**src/rtl/imm_ext_pipe.sv**
```systemverilog
// imm_ext_pipe: pipelined immediate extender with valid/ready handshake and 2-entry skid buffer
module imm_ext_pipe #(
  parameter int IN_W     = 16,
  parameter int OUT_W    = 32,
  parameter int SHAMT_W  = 5,
  parameter int BR_SHIFT = 2,
  parameter int TAG_W    = 5
) (
  input  logic             clk,
  input  logic             rstn,
  input  logic             flush,
  input  logic             in_valid,
  output logic             in_ready,
  input  logic [IN_W-1:0]  imm_in,
  input  logic [2:0]       ext_op,
  input  logic [TAG_W-1:0] tag_in,
  output logic             out_valid,
  input  logic             out_ready,
  output logic [OUT_W-1:0] imm_out,
  output logic [TAG_W-1:0] tag_out,
  output logic             out_err
);
  localparam logic [1:0] EMPTY = 2'd0;
  localparam logic [1:0] ONE   = 2'd1;
  localparam logic [1:0] FULL  = 2'd2;
  logic [1:0]         state, nxt;
  logic               rdy, accept, xfer;
  logic               load_out, load_skid, skid_to_out;
  logic [SHAMT_W-1:0] sh;
  logic [OUT_W-1:0]   zx, sx, br, zs, ss, ext;
  logic               ext_err;
  logic [OUT_W-1:0]   skid_imm;
  logic [TAG_W-1:0]   skid_tag;
  logic               skid_err;
  assign in_ready = rdy;
  assign accept   = in_valid & rdy;
  assign xfer     = out_valid & out_ready;
  // extend the incoming immediate for every mode, then pick by ext_op
  always_comb begin
    sh      = imm_in[SHAMT_W-1:0];
    zx      = {{(OUT_W-IN_W){1'b0}}, imm_in};
    sx      = {{(OUT_W-IN_W){imm_in[IN_W-1]}}, imm_in};
    br      = sx << BR_SHIFT;
    zs      = {{(OUT_W-SHAMT_W){1'b0}}, sh};
    ss      = {{(OUT_W-SHAMT_W){sh[SHAMT_W-1]}}, sh};
    ext_err = ext_op[2] & ext_op[1];
    ext     = ext_op == 3'd0 ? zx :
              ext_op == 3'd1 ? sx :
              ext_op == 3'd2 ? {imm_in, {(OUT_W-IN_W){1'b0}}} :
              ext_op == 3'd3 ? br :
              ext_op == 3'd4 ? zs :
              ext_op == 3'd5 ? ss : '0;
  end
  // occupancy transitions; flush wins over everything and drops a same-cycle accept
  always_comb begin
    nxt         = flush ? EMPTY :
                  state == EMPTY ? (accept ? ONE : EMPTY) :
                  state == ONE ? (accept & ~xfer ? FULL : ~accept & xfer ? EMPTY : ONE) :
                  (xfer ? ONE : FULL);
    load_out    = ~flush & accept & (state == EMPTY | (state == ONE & xfer));
    load_skid   = ~flush & accept & state == ONE & ~xfer;
    skid_to_out = ~flush & xfer & state == FULL;
  end
  // state, registered ready/valid and the output/skid data registers
  always_ff @(posedge clk) begin
    if (!rstn) begin
      state     <= EMPTY;
      rdy       <= 1'b1;
      out_valid <= 1'b0;
      imm_out   <= '0;
      tag_out   <= '0;
      out_err   <= 1'b0;
      skid_imm  <= '0;
      skid_tag  <= '0;
      skid_err  <= 1'b0;
    end else begin
      state     <= nxt;
      rdy       <= nxt != FULL;
      out_valid <= nxt != EMPTY;
      if (load_out) begin
        imm_out <= ext;
        tag_out <= tag_in;
        out_err <= ext_err;
      end else if (skid_to_out) begin
        imm_out <= skid_imm;
        tag_out <= skid_tag;
        out_err <= skid_err;
      end
      if (load_skid) begin
        skid_imm <= ext;
        skid_tag <= tag_in;
        skid_err <= ext_err;
      end
    end
  end
endmodule

```
**config.mk**
```make
export PLATFORM = sky130hd
export DESIGN_NAME = imm_ext_pipe
export DESIGN_NICKNAME = d
export VERILOG_FILES = /design/src/rtl/imm_ext_pipe.sv
export SDC_FILE = /design/constraint.sdc
export NUM_CORES = 1
export LEC_CHECK = 0
export BUFFER_PORTS_ARGS = -buffer_cell sky130_fd_sc_hd__buf_4
export CORE_UTILIZATION = 30
export CTS_BUF_LIST = sky130_fd_sc_hd__clkbuf_16
export DETAILED_ROUTE_END_ITERATION = 10
export PLACE_DENSITY = 0.54
export SYNTH_ARGS = -nofsm -noshare
export SYNTH_HDL_FRONTEND = slang
export SYNTH_SLANG_ARGS = --single-unit
```
**constraint.sdc**
```tcl
create_clock -name clk -period 2.4 [get_ports clk]
set_input_delay 0.36 -clock clk [delete_from_list [all_inputs] [get_ports clk]]
set_output_delay 0.36 -clock clk [all_outputs]
set_load 0.1 [all_outputs]
```
==> results.yml, run 1 <==
status:
  outcome: "finished, final reports clean"
cts:
  clock-sinks: 80
  cts_tree: "yes"
  clock_path_buffers: 2
  cts_resized: 0
  h-tree-depth: 3
  cts-root-buf: "clkbuf_16"
  cts_hold_buf: 0
  post_cts_buffers: 0
  numCtsBuffers: 9
  clk_latency_ns: 0.34
  clkTransAtPathRegs_ns: 0.06
grt:
  grt_overflow_total: 0
  antenna_found_initial: 0
  grt_pass1_vias: 3246
  grt_pass1_wl_um: 16850
  grt_start_max_net_pins: 50
  grt_usage_pct: 16.66
logic_synthesis:
  syn_area_sq_um: 3745
  synthDistinctLibCells: 42
  syn-num-nets: 457
  yosysSeqAreaShare_pct: 42.77
  yosys.area.top_type: "dfxtp_1"
  synth_area_per_cell_sq_um: 8.770
  synth_top_area_share_pct: 42.77
  synth-seq-cells: 80
  synth.area.top_cells: "dfxtp_1 43%, nand3_1 5.5%, o211a_1 4.8%, nand2_1 4.0%, a211oi_2 3.7%"
  syn-instance-count: 427
  yosysWarnings: 0
floorplanning:
  die_x_um: 113.7
  core_sq_um: 12110
  start_util_pct: 30.92
  dieArea_sq_um: 12930
  rows: 40
  io_pins: 69
  die_y_um: 113.7
sta:
  fmax_ghz: 0.5534
  setup_tns_ns: 0
  rsz0062_at_grt: "false"
  finalSetupViolCount: 0
  finalClockSkew_ns: 0.01229
  fin_crit_sh_pct: 75.30
  final_max_slew_viol_count: 0
  worst_slew_pin_slew_ns: 0.9643
  slew_headroom_pct: 35.66
  final_hold_viol_count: 0
  period_minus_slack_ns: 1.807
route:
  routed_wl_um: 10420
  dr.first_iter.drc_count: 145
  drc_errors: 0
  vias_per_cell: 5.255
  firstDrtPassIters: 4
  vias: 3363
  ant_nets: 0
  avgRoutedWirePerCell_um: 16.27
placement:
  hpwl_um: 6750
  port_buffers: 68
  globalplace.congestion: 0.7348
  place_area_sq_um: 4292
critical_path:
  critPathLaunchType: "register"
  crit_path_end_kind: "register"
  cp_data_required_time_ns: 2.65
  arrival_ns: 2.06
  critPathKind: "reg2reg"
  cp_max_fo: 16
job:
  maxCapViolCount: 0
layout:
  num_antenna_cells: 0
  final_layout_size_suffix_gt1_share_pct: 23.52
  nNetsFinal: 497
  fin_area_sq_um: 4604
  area_growth_syn_to_layout_pct: 22.95
hold_path:
  hold_class: "in2reg"
power:
  clkPwrFrac_pct: 42.3
  p_switching_uw: 993.4
  power_frac_comb_pct: 16.8
  power_density_nw_per_um2: 744.0
  leakage_uw: 0.001865
  swShare_pct: 29.00
  ir_drop_v: 0.0002780
  p_int_uw: 2432
  pwr-share-seq_pct: 40.9
==> placed cells by master (no fill, tap or decap), types with 15 or more instances in the layout <==
cell | Yosys | layout
dfxtp_1 | 80 | 80
buf_4 | 5 | 76
nand3_1 | 41 | 41
nand2_1 | 40 | 40
o21ai_0 | 25 | 25
a21oi_1 | 21 | 21
a211oi_1 | 18 | 18
o211a_1 | 18 | 18
nor2_1 | 15 | 15
nand4_1 | 15 | 15
==> final cells by class <==
class                      instances  area, sq um
clock buffer                       9        225.2
sequential                        80         1602
tap                              168        210.2
multi-input combinational        298         1902
clock inverter                     7        87.58
timing repair buffer              76        570.5
inverter                           2        7.507
fill                            1278         7507
==> metrics by stage <==
stage | hold WS, ns | instances | util, % | total power [uW] | worst slack, ns
2_1_floorplan | 0.4375 | 427 | - | 1858 | 0.07785
3_3_place_gp | 0.4487 | 624 | 35.43 | 2002 | 0.3434
3_5_place_dp | 0.4562 | 624 | 35.43 | 2009 | 0.3472
4_1_cts | 0.2620 | 640 | 38.02 | 3463 | 0.5661
5_1_grt | 0.2739 | 640 | 38.02 | 3562 | 0.4616
6_report | 0.2765 | 640 | 38.02 | 3426 | 0.5928
==> kinds of logic after synthesis <==
logic type	after synthesis	synth area share (%)
buffers and inverters	49	6.716
DFF	80	42.77
adders and majority gates	1	0.3341
and+or+nand+nor	154	21.38
AOI/OAI and AO/OA	143	28.80
==> synth_stat cells <==
cell type,instances
and4bb_1,1
nor4b_2,1
buf_2,21
a211oi_1,18
a32oi_1,3
and4b_1,2
nor3b_2,1
a31oi_1,3
o211ai_1,14
dfxtp_1,80
nand2_2,2
nor3_1,13
or4b_4,1
a21boi_1,4
a211oi_2,11
inv_1,2
nor2_1,15
nor3b_1,1
a32o_1,1
and3b_1,2
nor2b_1,4
nand3_1,41
nand4_1,15
a21bo_2,1
a21oi_1,21
o211ai_2,1
ha_1,1
nand2b_1,13
o21ai_0,25
a21boi_0,13
buf_4,5
and3_1,1
o21ai_1,1
a21boi_4,1
or2_2,1
o21bai_1,1
o211a_1,18
buf_6,3
nand2_1,40
clkbuf_1,18
a22oi_1,6
o221ai_1,1
==> final timing paths <==
| check | startpoint | slack [ns] | cells past startpoint | endpoint |
|---|---|---|---|---|
| hold reg to reg | skid_imm[16]$_SDFFE_PN0P_ | 0.46 | 2 | skid_imm[16]$_SDFFE_PN0P_ |
| hold / removal | flush | 0.28 | 2 | in_ready$_SDFF_PN1_ |
| setup reg to reg | state[1]$_SDFF_PN0_ | 0.59 | 4 | imm_out[16]$_SDFFE_PN0P_ |
| setup / recovery | state[1]$_SDFF_PN0_ | 0.59 | 4 | imm_out[16]$_SDFFE_PN0P_ |
==> registers in the layout, summed over array words and instances (netlist names) <==
register,flops
out_err,1
skid_err,1
skid_imm,32
state,2
in_ready,1
tag_out,5
out_valid,1
imm_out,32
skid_tag,5
==> routing by layer <==
layer | wire [um] | up-vias | global-route usage, %
met5 | 0 | - | 0
met3 | 374 | 10 | 2.338
li1 | - | 1656 | -
met4 | 145 | 0 | 7.281
met1 | 5078 | 1623 | 22.01
met2 | 4817 | 74 | 27.11
==> worst max-delay path, cell delays in order (launching register included) <==
cell      delay, ns
dfxtp_1        0.35
and4bb_1       0.33
a21boi_4       0.39
nand2_2        0.35
o221ai_1       0.30
==> power by group through the flow <==
stage          clock, uW  combinational, uW  sequential, uW
6_report            1450                576            1400
5_1_grt             1540                613            1410
4_1_cts             1480                579            1400
3_5_place_dp           0                578            1430
3_3_place_gp           0                572            1430
2_1_floorplan          0                206            1650
Note: power is estimated with default switching activity, not from simulation.
==> inputs of run 2 (changes only) <==
- clock period: 2.4 -> 1.8 ns (I/O delays scaled with it)
==> run 2 against run 1 <==
Via count is 1.1% higher. Clock power is 22% higher. Routed wire length is 0.64% lower. Clock-buffer cell count stayed put. First-iteration DRC count is 17% higher. Highest routed layer unchanged. Die area stayed put. Sequential power is 33% higher. Global-route usage is 0.33 points lower. Final cell count is 1.3% higher. Register-to-register slack worse by 0.43 ns. Cell area is 1.7% higher. Fmax is 11% higher.
==> results.yml, run 2 (same netlist as run 1, synthesis figures left out) <==
status:
  outcome: "finished, final reports clean"
sta:
  final_max_slew_viol_count: 0
  finalClockSkew_ns: 0.005937
  finalHoldWorstSlack_ns: 0.1680
  fin_ws_ns: 0.1671
  setup_tns_ns: 0
  worst_slew_pin_slew_ns: 0.5413
  fin_crit_sh_pct: 90.72
  slew_headroom_pct: 63.91
  period_minus_slack_ns: 1.633
  rsz0062_at_grt: "false"
  finalSetupViolCount: 0
  final_hold_viol_count: 0
  fmax_ghz: 0.6124
layout:
  final_cell_mix: "81 x buf_4, 78 x dfxtp_1, 41 x nand3_1, 40 x nand2_1, 25 x o21ai_0"
  top_regs: "imm_out: 32 flops, skid_imm: 32 flops"
  final_common_cell: "buf_4"
  num_antenna_cells: 0
  area_growth_syn_to_layout_pct: 25.09
  fillers: 1258
  final_layout_size_suffix_gt1_share_pct: 24.58
  seq_area_sq_um: 1609
  multi_input_area_sq_um: 1908
  nNetsFinal: 505
critical_path:
  cp_data_required_time_ns: 2.05
  crit_end: "tag_out[0]$_SDFFE_PN0P_"
  r2r_start: "state[1]$_SDFF_PN0_"
  reg2reg_slack_ns: 0.17
  cp_max_fo: 17
  arrival_ns: 1.89
  path_cells: "and4bb_1 -> a21boi_4 -> buf_4 -> a22oi_1 -> a21boi_0"
  max_stage_delay_ns: 0.37
  crit_path_start: "state[1]$_SDFF_PN0_"
  crit_path_end_kind: "register"
  r2r_cells: 5
  cp_slowest_cell: "and4bb_1"
  r2r-end: "tag_out[0]$_SDFFE_PN0P_"
  critPathLaunchType: "register"
  critPathKind: "reg2reg"
power:
  ir_drop_v: 0.0004401
  power_density_nw_per_um2: 944.5
  clkPwrFrac_pct: 40.0
  p_switching_uw: 1320
  total_power_uw: 4425
  swShare_pct: 29.84
  power_frac_comb_pct: 17.8
  leakage_uw: 0.001912
  p_int_uw: 3104
  pwr-share-seq_pct: 42.1
cts:
  h-tree-depth: 3
  post_cts_buffers: 0
  cts_hold_buf: 0
  numCtsBuffers: 9
  clk_latency_ns: 0.34
  clock-sinks: 80
  cts-root-buf: "clkbuf_16"
  cts_tree: "yes"
  cts_resized: 0
  clkTransAtPathRegs_ns: 0.06
  clock_path_buffers: 2
floorplanning:
  start_util_pct: 30.92
  die_x_um: 113.7
  dieArea_sq_um: 12930
  die_y_um: 113.7
  rows: 40
  core_sq_um: 12110
  io_pins: 69
grt:
  grt_start_max_net_pins: 52
  antenna_found_initial: 0
  grt_pass1_vias: 3192
  grt_overflow_total: 0
  grt_usage_pct: 16.33
  grt_pass1_wl_um: 16480
route:
  wl_met3_um: 438
  drc_errors: 0
  wl_met2_um: 4910
  highest_layer: "met4"
  firstDrtPassIters: 4
  avgRoutedWirePerCell_um: 15.97
  routed_wl_um: 10350
  dr.first_iter.drc_count: 169
  routedLengthMet1_um: 4812
  ant_nets: 0
  vias: 3400
  vias_per_cell: 5.247
placement:
  place_ws_ns: 0.06570
  globalplace.congestion: 0.7321
  hpwl_um: 6779
  port_buffers: 68
job:
  maxCapViolCount: 0
hold_path:
  hold_class: "in2reg"
-- run 2: layer usage --
metal	track usage, %	up-vias
met5	0	-
met4	6.404	0
met3	3.188	11
met2	27.24	82
met1	20.76	1633
li1	-	1674
-- run 2: worst min-delay path by stage --
stage / startpoint / end / slack [ns] / cells past startpoint
CTS: flush / in_ready$_SDFF_PN1_ / 0.17 / 2
floorplan: flush / in_ready$_SDFF_PN1_ / 0.37 / 1
finish: flush / in_ready$_SDFF_PN1_ / 0.17 / 2
global placement: skid_imm[16]$_SDFFE_PN0P_ / skid_imm[16]$_SDFFE_PN0P_ / 0.45 / 2
detailed placement: skid_tag[2]$_SDFFE_PN0P_ / skid_tag[2]$_SDFFE_PN0P_ / 0.46 / 2
global route: flush / in_ready$_SDFF_PN1_ / 0.19 / 2
-- run 2: power by group through the flow --
| stage | clock [uW] | combinational, uW | sequential (uW) |
|---|---|---|---|
| 2_1_floorplan | 0 | 275 | 2200 |
| 3_3_place_gp | 0 | 777 | 1900 |
| 3_5_place_dp | 0 | 789 | 1900 |
| 4_1_cts | 1800 | 790 | 1870 |
| 5_1_grt | 1880 | 835 | 1870 |
| 6_report | 1770 | 788 | 1860 |
-- run 2: metrics by stage --
step	cell area, sq um	std cells	util, %
after floorplan	3752	427	-
after global placement	4397	632	36.30
after detailed placement	4397	632	36.30
after CTS	4678	648	38.63
after global routing	4684	648	38.68
final	4684	648	38.68
-- run 2: area by class of cell --
type                       instances  share of cell area (%)
timing repair buffer              84                   14.26
inverter                           2                  0.1603
tap                              168                   4.487
clock buffer                       9                   4.808
sequential                        80                   34.35
clock inverter                     7                   1.202
multi-input combinational        298                   40.73
-- run 2: worst max-delay path, delay by kind of cell, from the launching register on --
family                 cells  cell delay (ns)
buffers and inverters      1             0.28
and+or+nand+nor            1             0.37
DFF                        1             0.36
AOI/OAI and AO/OA          3             0.55
